`config.mk`:
```
export PLATFORM = sky130hd
export DESIGN_NAME = output_arbiter
export DESIGN_NICKNAME = d
export VERILOG_FILES = /design/src/rtl/noc_pkg.sv /design/src/rtl/rr_arbiter.sv /design/src/rtl/output_arbiter.sv
export SDC_FILE = /design/constraint.sdc
export NUM_CORES = 1
export LEC_CHECK = 0
export ABC_AREA = 0
export CAP_MARGIN = 20
export CORE_ASPECT_RATIO = 2
export CORE_MARGIN = 2
export CORE_UTILIZATION = 46
export DETAILED_ROUTE_END_ITERATION = 6
export GPL_TIMING_DRIVEN = 0
export PLACE_DENSITY = 0.81
export SYNTH_ARGS = -nofsm -noshare
export SYNTH_HDL_FRONTEND = slang
export SYNTH_HIERARCHICAL = 1
export SYNTH_SLANG_ARGS = --single-unit
export TNS_END_PERCENT = 5
```
`constraint.sdc`:
```
create_clock -name clk -period 5 [get_ports clk]
set_clock_uncertainty 0.2 [all_clocks]
set_input_delay 0.75 -clock clk [delete_from_list [all_inputs] [get_ports clk]]
set_output_delay 0.75 -clock clk [all_outputs]
set_load 0.03 [all_outputs]
```
`src/rtl/noc_pkg.sv`:
```
// noc_pkg: constants and encodings shared by the mesh router's input blocks
// and output arbiters.
//   NPORTS / DW  : number of router ports and the flit width
//   IW           : width of a port index (grant_id, register, ptr)
//   PORT_*       : port index encoding (0=Local, 1=N, 2=E, 3=S, 4=W)
//   arb_state_e  : output arbiter state encoding
package noc_pkg;
    localparam int NPORTS = 5;
    localparam int DW     = 8;
    localparam int IW     = 3;

    localparam logic [IW-1:0] PORT_L = 3'd0;
    localparam logic [IW-1:0] PORT_N = 3'd1;
    localparam logic [IW-1:0] PORT_E = 3'd2;
    localparam logic [IW-1:0] PORT_S = 3'd3;
    localparam logic [IW-1:0] PORT_W = 3'd4;

    typedef enum logic {
        IDLE   = 1'b0,
        ACTIVE = 1'b1
    } arb_state_e;
endpackage

```
`src/rtl/rr_arbiter.sv`:
```
// rr_arbiter: combinational round-robin pick.
// Finds the first set bit of req, searching upward from (ptr+1) mod N with
// wrap, so the port at ptr (the one last served) has lowest priority.
//   req     in  N   requesting ports
//   ptr     in  IW  last-served port index
//   pick    out N   one-hot winner, zero when req is zero
//   pick_id out IW  index of winner, zero when req is zero
module rr_arbiter
    import noc_pkg::*;
#(
    parameter int N = NPORTS
) (
    input  logic [N-1:0]  req,
    input  logic [IW-1:0] ptr,
    output logic [N-1:0]  pick,
    output logic [IW-1:0] pick_id
);
    int            c;
    logic [IW-1:0] ci;
    logic          hit;

    always_comb begin
        pick    = '0;
        pick_id = '0;
        hit     = 1'b0;
        c       = 0;
        ci      = '0;
        for (int k = 1; k <= N; k++) begin
            c  = (int'(ptr) + k) % N;
            ci = IW'(c);
            if (!hit && req[ci]) begin
                hit      = 1'b1;
                pick[ci] = 1'b1;
                pick_id  = ci;
            end
        end
    end
endmodule

```
`src/rtl/output_arbiter.sv`:
```
// output_arbiter: per-output-port switch allocator. Grants the output to one
// requesting input at a time in round-robin order, holds the grant for the
// whole packet and releases it on the tail transfer.
// Optional macro ARB_TIMEOUT_EN adds an idle-grant watchdog (parameter
// TIMEOUT, output timeout) that releases a grant whose owner stops sending.
//   clk, rst        clock, asynchronous active-high reset
//   req/tail/val_in per-input request, tail marker and flit valid
//   data_in         per-input flits, input i on [i*DW +: DW]
//   ret_out         ready back to each input (only the owner sees ret_in)
//   ret_in          downstream ready
//   val_out/data_out flit to downstream, steered from the owner
//   grant/grant_id  one-hot / index of the owner, zero when free
//   busy            port is owned
//   timeout         (ARB_TIMEOUT_EN) one-cycle pulse on a watchdog release
module output_arbiter
    import noc_pkg::*;
#(
    parameter int NPORTS = noc_pkg::NPORTS,
    parameter int DW     = noc_pkg::DW
`ifdef ARB_TIMEOUT_EN
    ,
    parameter int TIMEOUT = 15
`endif
) (
    input  logic                 clk,
    input  logic                 rst,
    input  logic [NPORTS-1:0]    req,
    input  logic [NPORTS-1:0]    tail,
    input  logic [NPORTS-1:0]    val_in,
    input  logic [NPORTS*DW-1:0] data_in,
    output logic [NPORTS-1:0]    ret_out,
    input  logic                 ret_in,
    output logic                 val_out,
    output logic [DW-1:0]        data_out,
    output logic [NPORTS-1:0]    grant,
    output logic [IW-1:0]        grant_id,
    output logic                 busy
`ifdef ARB_TIMEOUT_EN
    ,
    output logic                 timeout
`endif
);
    arb_state_e        state, state_nx;
    logic [NPORTS-1:0] grant_nx;
    logic [IW-1:0]     gid_nx;
    logic [IW-1:0]     ptr, ptr_nx;
    logic [NPORTS-1:0] pick;
    logic [IW-1:0]     pick_id;
    logic              active;
    logic              xfer;
    logic              expire;

    rr_arbiter #(.N(NPORTS)) u_rr (
        .req     (req),
        .ptr     (ptr),
        .pick    (pick),
        .pick_id (pick_id)
    );

    assign active = (state == ACTIVE);
    assign xfer   = active & val_in[grant_id] & ret_in;

`ifdef ARB_TIMEOUT_EN
    localparam int CW = $clog2(TIMEOUT + 1);
    logic [CW-1:0] cnt;

    // Expires on the edge where the idle count would reach TIMEOUT.
    assign expire = active & ~val_in[grant_id] & (cnt == CW'(TIMEOUT - 1));

    always_ff @(posedge clk or posedge rst) begin
        if (rst) begin
            cnt     <= '0;
            timeout <= 1'b0;
        end else begin
            timeout <= expire;
            // Held at zero while free, so a fresh grant starts from zero.
            if (!active || xfer)
                cnt <= '0;
            else if (!val_in[grant_id])
                cnt <= cnt + 1'b1;
        end
    end
`else
    assign expire = 1'b0;
`endif

    always_ff @(posedge clk or posedge rst) begin
        if (rst) begin
            state    <= IDLE;
            grant    <= '0;
            grant_id <= '0;
            ptr      <= IW'(NPORTS - 1);
        end else begin
            state    <= state_nx;
            grant    <= grant_nx;
            grant_id <= gid_nx;
            ptr      <= ptr_nx;
        end
    end

    always_comb begin
        state_nx = state;
        grant_nx = grant;
        gid_nx   = grant_id;
        ptr_nx   = ptr;
        busy     = active;
        val_out  = 1'b0;
        data_out = '0;
        ret_out  = '0;
        case (state)
            IDLE: begin
                if (|req) begin
                    state_nx = ACTIVE;
                    grant_nx = pick;
                    gid_nx   = pick_id;
                end
            end
            ACTIVE: begin
                val_out  = val_in[grant_id];
                data_out = data_in[int'(grant_id)*DW +: DW];
                ret_out  = grant & {NPORTS{ret_in}};
                // Requests are ignored while owned; only tail or watchdog frees.
                if ((xfer && tail[grant_id]) || expire) begin
                    state_nx = IDLE;
                    grant_nx = '0;
                    gid_nx   = '0;
                    ptr_nx   = grant_id;
                end
            end
            default: state_nx = IDLE;
        endcase
    end
endmodule

```
==> key figures, run 1 <==
Status
  • Status: finished, final reports clean

Global route
  • Global-route wire length before repair: roughly 18000 um
  • Largest net degree at the start of global routing: 19
  • Number of global-route vias before repair: 3820
  • Total GRT Usage: just under 30%
  • Overflow after GRT: 0
  • Initial antenna violation count: 0

Final layout
  • Ant diodes: 0
  • Fill cells: 568
  • Design Area, Final: about 4600 sq um
  • Fin util: 68.7%
  • NumNets Final: 600
  • Share of post-route cells with drive strength above 1: a little under a quarter
  • Commonest non-fill, non-tap cells in the layout: clkdlybuf4s50_1, nor2_1, nand2_1
  • Layout area overhead: 43.8%
  • Commonest non-fill, non-tap cell in the layout: clkdlybuf4s50_1

Worst setup path
  • CP peak stage delay: 0.39 ns
  • Worst path cell trace: buf_12 -> clkbuf_16 -> clkinvlp_4 -> ha_2 -> buf_6 -> xnor2_4 -> inv_4 -> ha_2 -> or3b_1 -> o22ai_2 -> or2_4 -> ha_1 -> o2bb2ai_2 -> o22ai_4 -> mux2_2 -> and4_4 -> nor4_4 -> buf_4 -> nor4_4 -> nor4_2 -> o22ai_1 -> nand2_1 -> o31ai_1
  • Buffers and inverters on the worst path: 6
  • Slowest cell on crit path: dfrtp_2
  • CP required: ~4.9 ns
  • Crit start category: flip-flop
  • CP arrival: around 4.7 ns
  • Crit path max fanout: 9
  • CP top delay family: simple AND/OR/NAND/NOR gates
  • Kind of critical path: reg2reg
  • Crit end category: flip-flop

Floorplanning
  • Row count: 42
  • Die Ht: between 100 and 150 um
  • Starting Density: a little under half
  • Core area: 6620 sq um
  • Die X: 62.6 um
  • # IOs: 81
  • Die area: around 7600 sq um

CTS
  • Clock transition at path regs: ~0.040 ns
  • CTS tree: built
  • CTS root buf: clkbuf_16
  • # hold bufs at CTS: 0
  • Clock tree sinks: 12
  • Clk Latency, worst-skew pair: approximately 0.24 ns
  • CTS buffer count: 3
  • CTS Buffer Depth: 2
  • H-tree levels: 1

Logic synthesis
  • Ranking of synthesized cells by area: ha_1, dfrtp_1, mux4_2
  • Post-synthesis sequential area ratio: under 10%
  • Synth top area share: a little over a tenth
  • Distinct cells, synth: 84
  • Yosys top cell by area: ha_1
  • Ys flop type: dfrtp_1
  • Number of synthesized flops with an enable pin: 0
  • Mean Syn Cell Area: slightly below 8 sq um
  • #FFs+latches synth: 12
  • Syn. warnings: 6
  • Syn Inst Count: ~400
  • Syn_nets: approximately 490
  • FFs w/ async S/R, synth: 100%
  • Cell area after synthesis: about 3200 sq um

Placed design
  • Dpl cell area: 4080 sq um
  • Count of buffers from port buffering: 80
  • Dpl hpwl: slightly below 9000 um
  • DP Worst Slack: -0.906 ns
  • Routability Congestion: roughly 0.94

STA
  • Final hold violations: 0
  • Post-route setup TNS: 0 ns
  • Final setup violating endpoints: 0
  • Slew Limit Fails: 0
  • Period minus WS final: roughly 4.8 ns
  • Worst-Margin Slew: ~0.82 ns
  • Slew headroom: between 40% and 50%
  • F_max: between 200 and 250 MHz
  • Final worst setup slack: roughly 0.19 ns
  • Fin crit share: a little over nine tenths

Route
  • First-pass detailed-route iteration total: 6
  • Routed len/inst: about 19 um
  • Routed vias: about 3700
  • Vias/cell: between 6 and 7
  • Antenna Violating Nets Remaining: 0
  • Total wire length: between 10000 and 15000 um
  • First-iteration detailed-routing DRC count: 280
  • DR DRC count: 0

Flow run
  • Max_cap viols: 0

Worst hold path
  • Worst hold path type: reg2reg
[cells in the mapped netlist, types with 3 or more instances]
cell type  count
nor2_1        38
nand2_1       33
ha_1          27
inv_1         27
a21oi_1       25
nand3_1       22
nor3_1        15
dfrtp_1       11
a22oi_1       10
o21ai_0       10
o31ai_1       10
buf_2          9
mux4_2         9
mux2_2         8
nand2b_1       8
clkbuf_1       7
mux2i_1        7
xnor2_1        7
nand4_1        6
buf_6          5
nand4b_1       5
a211o_1        4
a31oi_1        4
and2_1         4
nor2b_1        4
nor4_1         4
o211ai_1       4
o22ai_1        4
a211oi_2       3
a21oi_4        3
inv_2          3
[state kept, by name (all words and copies together) (netlist names)]
name,count
grant_id,3
grant,5
busy,1
ptr,3
[final timing paths]
check,startpoint,end,slack [ns],cells after the start
min in group asynchronous,rst,grant[2]$_DFFE_PP0P_,0.64,2
hold reg to reg,grant[0]$_DFFE_PP0P_,grant[0]$_DFFE_PP0P_,0.35,2
setup reg to reg,ptr[0]$_DFFE_PP0P_,grant_id[0]$_DFFE_PP0P_,0.19,23
setup / recovery,ptr[0]$_DFFE_PP0P_,grant_id[0]$_DFFE_PP0P_,0.19,23
max in group asynchronous,rst,ptr[1]$_DFFE_PP0P_,3.60,2
hold / removal,grant[0]$_DFFE_PP0P_,grant[0]$_DFFE_PP0P_,0.35,2
[worst min-delay path, cell delays in order, from the launching register on]
cell	delay, ns
dfrtp_1	0.37
inv_1	0.07
o31ai_1	0.07
[per-layer routing]
metal,vias to the layer above,wire (um),global-route usage (%)
li1,1723,-,-
met1,1705,3580,25.9
met2,177,6150,57.3
met3,69,586,4.55
met4,0,878,23.8
met5,-,0,0
[layout make-up]
class | instances | area, sq um | share of cell area [%]
repair buffers | 107 | 1000 | 22.1
flip-flops and latches | 12 | 304 | 6.68
plain buffers | 22 | 166 | 3.66
inverters | 32 | 134 | 2.94
multi-input cells | 336 | 2750 | 60.5
well taps | 88 | 110 | 2.42
clock buffers | 4 | 78.8 | 1.73
[stage by stage]
stage | instances | hold WS (ns)
5_1_grt | 601 | 0.370
3_3_place_gp | 570 | 0.359
4_1_cts | 581 | 0.360
6_report | 601 | 0.352
2_1_floorplan | 402 | 0.386
3_5_place_dp | 570 | 0.349
[cell families (layout without fill, tap and decap cells)]
logic type,after synthesis,after routing,share of synthesized area [%]
buf+inv,55,165,8.26
xor+xnor,10,10,3.84
flops,12,12,9.53
compound gates,108,108,26.2
fa+ha+maj,28,28,11.3
simple gates,163,164,28.6
mux,26,26,12.3
[timing repair]
item / 4_1_cts / 5_1_grt
resized for setup: 17 / 17
pin swaps: 5 / 18
gates cloned: 0 / 1
endpoints found under the setup margin: 8 / 8
setup buffers: 8 / 19
Power of run 1 is not shown: default switching activity piles up to over one toggle a cycle in this logic, so the estimate is an artifact.
==> run 2: changes to the inputs <==
ABC_AREA = not set   (was 0)
==> results of run 2 <==
The final DEF is identical to that of run 1; final timing and power are the same.
Power of run 2 is left out for the same reason.
